[src/rtl/vga_sprite_compositor_pkg.sv]
// vga_sprite_compositor_pkg: shared video geometry defaults, pixel type and colour field positions
package vga_sprite_compositor_pkg;
    localparam int H_ACTIVE_DEF = 640;
    localparam int V_ACTIVE_DEF = 480;
    localparam int COLOR_W      = 24;
    localparam int R_LSB        = 0;
    localparam int G_LSB        = 8;
    localparam int B_LSB        = 16;
    typedef logic [COLOR_W-1:0] pixel_t;
endpackage

[src/rtl/vga_sprite_compositor_if.sv]
// vga_sprite_compositor_if: video stream into and out of the sprite compositor
interface vga_sprite_compositor_if;
    import vga_sprite_compositor_pkg::*;
    logic       iBLANK_n, iHS, iVS;
    pixel_t     bg_bgr;
    logic       oBLANK_n, oHS, oVS;
    logic [7:0] b_data, g_data, r_data;
    modport master (output iBLANK_n, iHS, iVS, bg_bgr,
                    input  oBLANK_n, oHS, oVS, b_data, g_data, r_data);
    modport slave  (input  iBLANK_n, iHS, iVS, bg_bgr,
                    output oBLANK_n, oHS, oVS, b_data, g_data, r_data);
endinterface

[src/rtl/vga_sprite_compositor_hit.sv]
// vga_sprite_compositor_hit: per-sprite frame-latched shadow registers and bounds compare
module vga_sprite_compositor_hit
    import vga_sprite_compositor_pkg::*;
#(
    parameter int XW    = 10,
    parameter int YW    = 9,
    parameter int SPR_W = 32,
    parameter int SPR_H = 32
) (
    input  logic          clk,
    input  logic          rst_n,
    input  logic          load,
    input  logic [XW-1:0] x,
    input  logic [YW-1:0] y,
    input  logic [XW-1:0] in_x,
    input  logic [YW-1:0] in_y,
    input  logic          in_en,
    input  pixel_t        in_bgr,
    output logic          hit,
    output pixel_t        bgr
);
    localparam logic [XW:0] W_EXT = SPR_W;
    localparam logic [YW:0] H_EXT = SPR_H;
    logic [XW-1:0] sx;
    logic [YW-1:0] sy;
    logic          en;
    always_ff @(posedge clk)
        if (!rst_n) begin
            sx  <= '0;
            sy  <= '0;
            en  <= 1'b0;
            bgr <= '0;
        end else if (load) begin
            sx  <= in_x;
            sy  <= in_y;
            en  <= in_en;
            bgr <= in_bgr;
        end
    // right/bottom edges carry an extra bit so sprites near the border clip instead of wrapping
    assign hit = en & (x >= sx) & ({1'b0, x} < {1'b0, sx} + W_EXT)
                    & (y >= sy) & ({1'b0, y} < {1'b0, sy} + H_EXT);
endmodule

[src/rtl/vga_sprite_compositor.sv]
// vga_sprite_compositor: priority overlay of fixed-size solid sprites on the background video
// with frame-latched positions, per-frame collision flags and a fixed 2-cycle pipeline.
module vga_sprite_compositor
    import vga_sprite_compositor_pkg::*;
#(
    parameter int NUM_SPRITES = 4,
    parameter int H_ACTIVE    = H_ACTIVE_DEF,
    parameter int V_ACTIVE    = V_ACTIVE_DEF,
    parameter int SPR_W       = 32,
    parameter int SPR_H       = 32,
    parameter int XW          = 10,
    parameter int YW          = 9
) (
    input  logic                           iVGA_CLK,
    input  logic                           iRST_n,
    vga_sprite_compositor_if.slave         vid,
    input  logic [NUM_SPRITES*XW-1:0]      spr_x,
    input  logic [NUM_SPRITES*YW-1:0]      spr_y,
    input  logic [NUM_SPRITES-1:0]         spr_en,
    input  logic [NUM_SPRITES*COLOR_W-1:0] spr_bgr,
    output logic [NUM_SPRITES-1:0]         collide,
    output logic                           frame_done
);
    logic [XW-1:0]          x;
    logic [YW-1:0]          y;
    logic                   vs_q, locked, fs, blank_q, hs_q, vs_d;
    logic [NUM_SPRITES-1:0] hit, hit_q, sticky;
    pixel_t                 spr_col [NUM_SPRITES];
    pixel_t                 bg_q, pix;
    assign fs = vs_q & ~vid.iVS;
    for (genvar i = 0; i < NUM_SPRITES; i++) begin : g_spr
        vga_sprite_compositor_hit #(.XW(XW), .YW(YW), .SPR_W(SPR_W), .SPR_H(SPR_H)) u_hit (
            .clk(iVGA_CLK), .rst_n(iRST_n), .load(fs), .x(x), .y(y),
            .in_x(spr_x[i*XW +: XW]), .in_y(spr_y[i*YW +: YW]), .in_en(spr_en[i]),
            .in_bgr(spr_bgr[i*COLOR_W +: COLOR_W]), .hit(hit[i]), .bgr(spr_col[i])
        );
    end
    // scan from lowest priority upward so sprite 0 overrides everything
    always_comb begin
        pix = bg_q;
        for (int i = NUM_SPRITES - 1; i >= 0; i--) pix = hit_q[i] ? spr_col[i] : pix;
    end
    always_ff @(posedge iVGA_CLK)
        if (!iRST_n) begin
            {x, y, vs_q, locked, blank_q, hs_q, vs_d, bg_q, hit_q, sticky} <= '0;
            {vid.oBLANK_n, vid.oHS, vid.oVS, vid.b_data, vid.g_data, vid.r_data} <= '0;
            collide    <= '0;
            frame_done <= 1'b0;
        end else begin
            vs_q          <= vid.iVS;
            blank_q       <= vid.iBLANK_n;
            hs_q          <= vid.iHS;
            vs_d          <= vid.iVS;
            bg_q          <= vid.bg_bgr;
            hit_q         <= hit;
            vid.oBLANK_n  <= blank_q;
            vid.oHS       <= hs_q;
            vid.oVS       <= vs_d;
            vid.b_data    <= locked ? pix[B_LSB +: 8] : 8'h00;
            vid.g_data    <= locked ? pix[G_LSB +: 8] : 8'h00;
            vid.r_data    <= locked ? pix[R_LSB +: 8] : 8'h00;
            frame_done    <= fs;
            if (fs) begin
                x       <= '0;
                y       <= '0;
                locked  <= 1'b1;
                collide <= sticky;
                sticky  <= '0;
            end else if (vid.iBLANK_n) begin
                x <= (x == XW'(H_ACTIVE - 1)) ? '0 : x + XW'(1);
                if (x == XW'(H_ACTIVE - 1) && y != YW'(V_ACTIVE - 1)) y <= y + YW'(1);
                // counters are meaningless until the first frame start, so skip accumulation
                if (locked && $countones(hit) > 1) sticky <= sticky | hit;
            end
        end
endmodule
[src/flat_wrapper.sv]
// flat-port wrapper written by rule: the top's interface ports become plain ports
module vga_sprite_compositor_flat import vga_sprite_compositor_pkg::*;
#(
    parameter int NUM_SPRITES = 4,
    parameter int H_ACTIVE    = H_ACTIVE_DEF,
    parameter int V_ACTIVE    = V_ACTIVE_DEF,
    parameter int SPR_W       = 32,
    parameter int SPR_H       = 32,
    parameter int XW          = 10,
    parameter int YW          = 9
)
  (iVGA_CLK, iRST_n, spr_x, spr_y, spr_en, spr_bgr, collide, frame_done, vid_iBLANK_n, vid_iHS, vid_iVS, vid_bg_bgr, vid_oBLANK_n, vid_oHS, vid_oVS, vid_b_data, vid_g_data, vid_r_data);
  vga_sprite_compositor_if vid_i ();
  input  logic iVGA_CLK;
  input  logic iRST_n;
  input  logic [NUM_SPRITES*XW-1:0] spr_x;
  input  logic [NUM_SPRITES*YW-1:0] spr_y;
  input  logic [NUM_SPRITES-1:0] spr_en;
  input  logic [NUM_SPRITES*COLOR_W-1:0] spr_bgr;
  output logic [NUM_SPRITES-1:0] collide;
  output logic frame_done;
  input wire logic [$bits(vid_i.iBLANK_n)-1:0] vid_iBLANK_n;
  input wire logic [$bits(vid_i.iHS)-1:0] vid_iHS;
  input wire logic [$bits(vid_i.iVS)-1:0] vid_iVS;
  input wire logic [$bits(vid_i.bg_bgr)-1:0] vid_bg_bgr;
  output wire logic [$bits(vid_i.oBLANK_n)-1:0] vid_oBLANK_n;
  output wire logic [$bits(vid_i.oHS)-1:0] vid_oHS;
  output wire logic [$bits(vid_i.oVS)-1:0] vid_oVS;
  output wire logic [$bits(vid_i.b_data)-1:0] vid_b_data;
  output wire logic [$bits(vid_i.g_data)-1:0] vid_g_data;
  output wire logic [$bits(vid_i.r_data)-1:0] vid_r_data;
  assign vid_i.iBLANK_n = vid_iBLANK_n;
  assign vid_i.iHS = vid_iHS;
  assign vid_i.iVS = vid_iVS;
  assign vid_i.bg_bgr = vid_bg_bgr;
  assign vid_oBLANK_n = vid_i.oBLANK_n;
  assign vid_oHS = vid_i.oHS;
  assign vid_oVS = vid_i.oVS;
  assign vid_b_data = vid_i.b_data;
  assign vid_g_data = vid_i.g_data;
  assign vid_r_data = vid_i.r_data;
  vga_sprite_compositor #(.NUM_SPRITES(NUM_SPRITES), .H_ACTIVE(H_ACTIVE), .V_ACTIVE(V_ACTIVE), .SPR_W(SPR_W), .SPR_H(SPR_H), .XW(XW), .YW(YW)) u_core (.iVGA_CLK(iVGA_CLK), .iRST_n(iRST_n), .vid(vid_i), .spr_x(spr_x), .spr_y(spr_y), .spr_en(spr_en), .spr_bgr(spr_bgr), .collide(collide), .frame_done(frame_done));
endmodule
[config.mk]
export PLATFORM = sky130hd
export DESIGN_NAME = vga_sprite_compositor_flat
export DESIGN_NICKNAME = d
export VERILOG_FILES = /design/src/rtl/vga_sprite_compositor_pkg.sv /design/src/rtl/vga_sprite_compositor_if.sv /design/src/rtl/vga_sprite_compositor_hit.sv /design/src/rtl/vga_sprite_compositor.sv /design/src/flat_wrapper.sv
export SDC_FILE = /design/constraint.sdc
export NUM_CORES = 1
export LEC_CHECK = 0
export CORE_UTILIZATION = 52
export CTS_BUF_LIST = sky130_fd_sc_hd__clkbuf_16
export DETAILED_ROUTE_END_ITERATION = 10
export GPL_TIMING_DRIVEN = 0
export PLACE_DENSITY = 0.8
export SLEW_MARGIN = 20
export SYNTH_ARGS = -nofsm -noshare
export SYNTH_HDL_FRONTEND = slang
export SYNTH_SLANG_ARGS = --single-unit
[constraint.sdc]
create_clock -name iVGA_CLK -period 4.1 [get_ports iVGA_CLK]
set_input_delay 0.82 -clock iVGA_CLK [delete_from_list [all_inputs] [get_ports iVGA_CLK]]
set_output_delay 0.82 -clock iVGA_CLK [all_outputs]
set_load 0.01 [all_outputs]
==> run summary, run 1 <==
Multi-input gate area - 6380 um2
Hold/Removal Path Class - flop to flop
Post-synthesis simple-gate area fraction - 0.128
Post-CTS Resized - 0
Area of the core - 22800 um2
Clk buf depth - 3
Nets - 1910
I/O Pins - 237
Register area - 5270 um2
Netlist Area Pre-Place - 12200 um2
Clk sinks - 263
# DRC - 0
FMAX - 262 MHz
Synth top area share - 0.430
Worst Max-Slew Pin Slew - 0.854 ns
Avg Synthesized Cell Area - 9.31 um2
Data arrival, critical path - 4.27 ns
Unrepaired setup endpoints after global routing - no
Yosys top cell by area - dfxtp_1
Post-CTS Hold Buffers - 0
Endpoint type of the worst setup path - flop
Die height - 155 um
I/O Buffers - 235
CTS Buf Count - 28
Global router's overall resource usage - 0.293
Synth Warn # - 0
Post-DP HPWL - 26600 um
Final Slew Violations - 0
First-pass detailed-route iteration total - 5
Post-synth EDFFs - 0
Slowest cell on crit path - dfxtp_1
Max FO, Critical Path - 11
Setup Crit Path Kind - flop to flop
Cell count after synthesis - 1315
Die ar. - 24200 um2
Routed WL per cell - 18.4 um
# H-tree levels - 1
CP most frequent cell - nand2_1
WL final - 35300 um
First-pass GRT wire length - 55600 um
Largest net degree at the start of global routing - 16
Util after Layout - 0.694
Setup ws final - 0.285 ns
Startpoint Class - flop
Synth Area in XOR/XNOR - 0.0258
TritonCTS clock tree - done
Outcome - finished, final reports clean
Later-pin clock latency in the skew report - 0.56 ns
Register bit count reported by yosys - 263
DP Worst Slack - 0.329 ns
Setup bufs post-CTS - 0
Cell Rows - 55
Crit path cell chain - ha_1 > a211oi_1 > nand2_1 > a211o_1 > a221o_1 > nand4_1 > inv_1 > ha_1 > nand2_1 > fa_1 > nand2_1 > nand4_1 > inv_1 > a22o_1
Synth cell types - 59
Pwr/cell area - 359 nW/um2
Initial antenna violation count - 1
Min Tclk post-route - 3.82 ns
Die W - 155 um
Synth Area in Adders - 0.128
Post-synthesis sequential area ratio - 0.430
Layout cell share with drive strength beyond 1 - 0.0363
Fin Hold WS - 0.446 ns
Worst clock skew - 0.0155 ns
Ys async rst share - 0
Post-synthesis compound-gate area fraction - 0.199
Max cap viols - 0
Hold Violations, Final - 0
Largest family of logic cells by synthesized area - compound AO/OA/AOI/OAI gates
Critical Path Max Stage Delay - 0.69 ns
# fillers - 1838
Area delta synth->final - 29.5%
Via density - 5.63
Setup-failing EPs final - 0
Setup_tns - 0 ns
RePlAce Congestion - 0.909
Rel. slew slack - 0.431
Leakage power - 6.25 nW
Fraction of synthesized area in multiplexers - 0.0409
Syn Nets - 1645
Final ANT Viol Nets - 0
Grt total ovfl - 0
Main area contributors after synthesis - dfxtp_1 (43%), ha_1 (13%), a22o_1 (8.1%)
Initial Utilization - 0.536
Peak VDD IR - 0.301 mV
Vias in the first global route - 10700
Period utilization - 0.931
Initial DRC Count - 643
Vias - 10800
WP data required - 4.56 ns
Ys flop type - dfxtp_1
CTS clk-pin slew, worst paths - 0.06 ns
CTS root buffer - clkbuf_16
[synthesized netlist by cell type (all sizes together) (2+ instances only)]
library cell and number:
ha 124, a31oi 2, nand2b 10, a2111oi 7, a21oi 63, o211ai 5
clkbuf 51, o21a 6, o21ai 113, xor2 10, o2111ai 5, o31ai 6
dfxtp 263, xnor2 26, o221ai 2, and3 2, nand3b 2, or3 5
nand4 22, inv 92, o21ba 3, buf 10, and2 29, nor3 7
nand2 119, nand3 29, a211oi 10, a22o 113, a21o 4, mux2i 50
o21bai 5, nand4b 2, nor2 88, nor2b 10, a211o 5
[worst max-delay path: cells and delay by family, from the launching register on]
| family | cells | cell delay [ns] |
|---|---|---|
| AOI/OAI and AO/OA | 4 | 1.14 |
| adders and majority gates | 3 | 1.15 |
| DFF | 1 | 0.69 |
| buffers and inverters | 2 | 0.16 |
| and+or+nand+nor | 5 | 0.58 |
[worst paths after layout]
| check | from | end | slack [ns] | cells past startpoint |
|---|---|---|---|---|
| max reg2reg | u_core.y[6]$_SDFFE_PP0P_ | u_core.sticky[0]$_SDFFE_PP0P_ | 0.28 | 14 |
| min | u_core.blank_q$_SDFF_PN0_ | u_core.vid.oBLANK_n$_SDFF_PN0_ | 0.45 | 1 |
| min reg2reg | u_core.blank_q$_SDFF_PN0_ | u_core.vid.oBLANK_n$_SDFF_PN0_ | 0.45 | 1 |
| max | u_core.y[6]$_SDFFE_PP0P_ | u_core.sticky[0]$_SDFFE_PP0P_ | 0.28 | 14 |
[per-layer routing]
metal  routed length [um]  vias up  global-route usage
met5                    0        -                   0
met4                 1180        0               0.110
met3                 2290       74              0.0496
met2                15500      394               0.461
met1                16300     5093               0.403
li1                     -     5202                   -
[state kept, by name, summed over array words and instances, names as in the netlist, 8 cells and up]
register / flops
u_core.g_spr.u_hit.bgr: 96
u_core.g_spr.u_hit.sx: 40
u_core.g_spr.u_hit.sy: 36
u_core.bg_q: 24
u_core.x: 10
u_core.y: 9
u_core.vid.b_data: 8
u_core.vid.g_data: 8
u_core.vid.r_data: 8
[cell usage in the layout (no fill, tap or decap), types with 6 or more instances in the layout]
cell type,synthesis,layout
nand3_1,28,28
nand4_1,21,21
o31ai_1,6,6
inv_1,92,98
clkbuf_16,0,28
mux2i_1,50,50
a21oi_1,63,63
a2111oi_0,7,7
a211oi_1,10,10
buf_2,6,6
clkinv_2,0,6
nand2b_1,10,10
nor3_1,6,6
xor2_1,10,10
o21ai_0,111,111
clkbuf_1,51,51
clkdlybuf4s50_1,0,235
and2_1,28,28
nor2_1,88,88
a22o_1,113,113
xnor2_1,26,26
ha_1,124,124
o21a_1,6,6
nor2b_1,10,10
dfxtp_1,263,263
nand2_1,119,119
[power by group]
group | switching (mW) | internal [mW]
combinational | 0.276 | 0.329
sequential | 0.0457 | 2.64
clock | 1.03 | 1.36
[cells by family after synthesis]
group,after synthesis
muxes,50
xor gates and xnor gates,36
adders and majority gates,125
buffers and inverters,153
AOI/OAI and AO/OA,356
and+or+nand+nor,332
DFF,263
[metrics by stage]
| stage | instance area, um2 | cells | power [mW] |
|---|---|---|---|
| after floorplan | 12200 | 1315 | 3.00 |
| after global placement | 15000 | 1863 | 3.32 |
| after detailed placement | 15000 | 1863 | 3.33 |
| after CTS | 15800 | 1911 | 5.70 |
| after global routing | 15800 | 1912 | 5.87 |
| final | 15900 | 1913 | 5.68 |
[cell type report]
| class | count | area share |
|---|---|---|
| diodes | 2 | 0.000316 |
| plain buffers | 61 | 0.0154 |
| clock buffers | 28 | 0.0442 |
| clock inverters | 20 | 0.0102 |
| inverters | 92 | 0.0218 |
| multi-input cells | 899 | 0.403 |
| flip-flops and latches | 263 | 0.332 |
| well taps | 313 | 0.0247 |
| repair buffers | 235 | 0.148 |
(Power assumes the default switching activity.)
==> run 2, diff against run 1 <==
- SLEW_MARGIN: 20 -> unset
==> results of run 2 <==
Same layout as run 1: the final DEF is identical, and so are final timing and power.
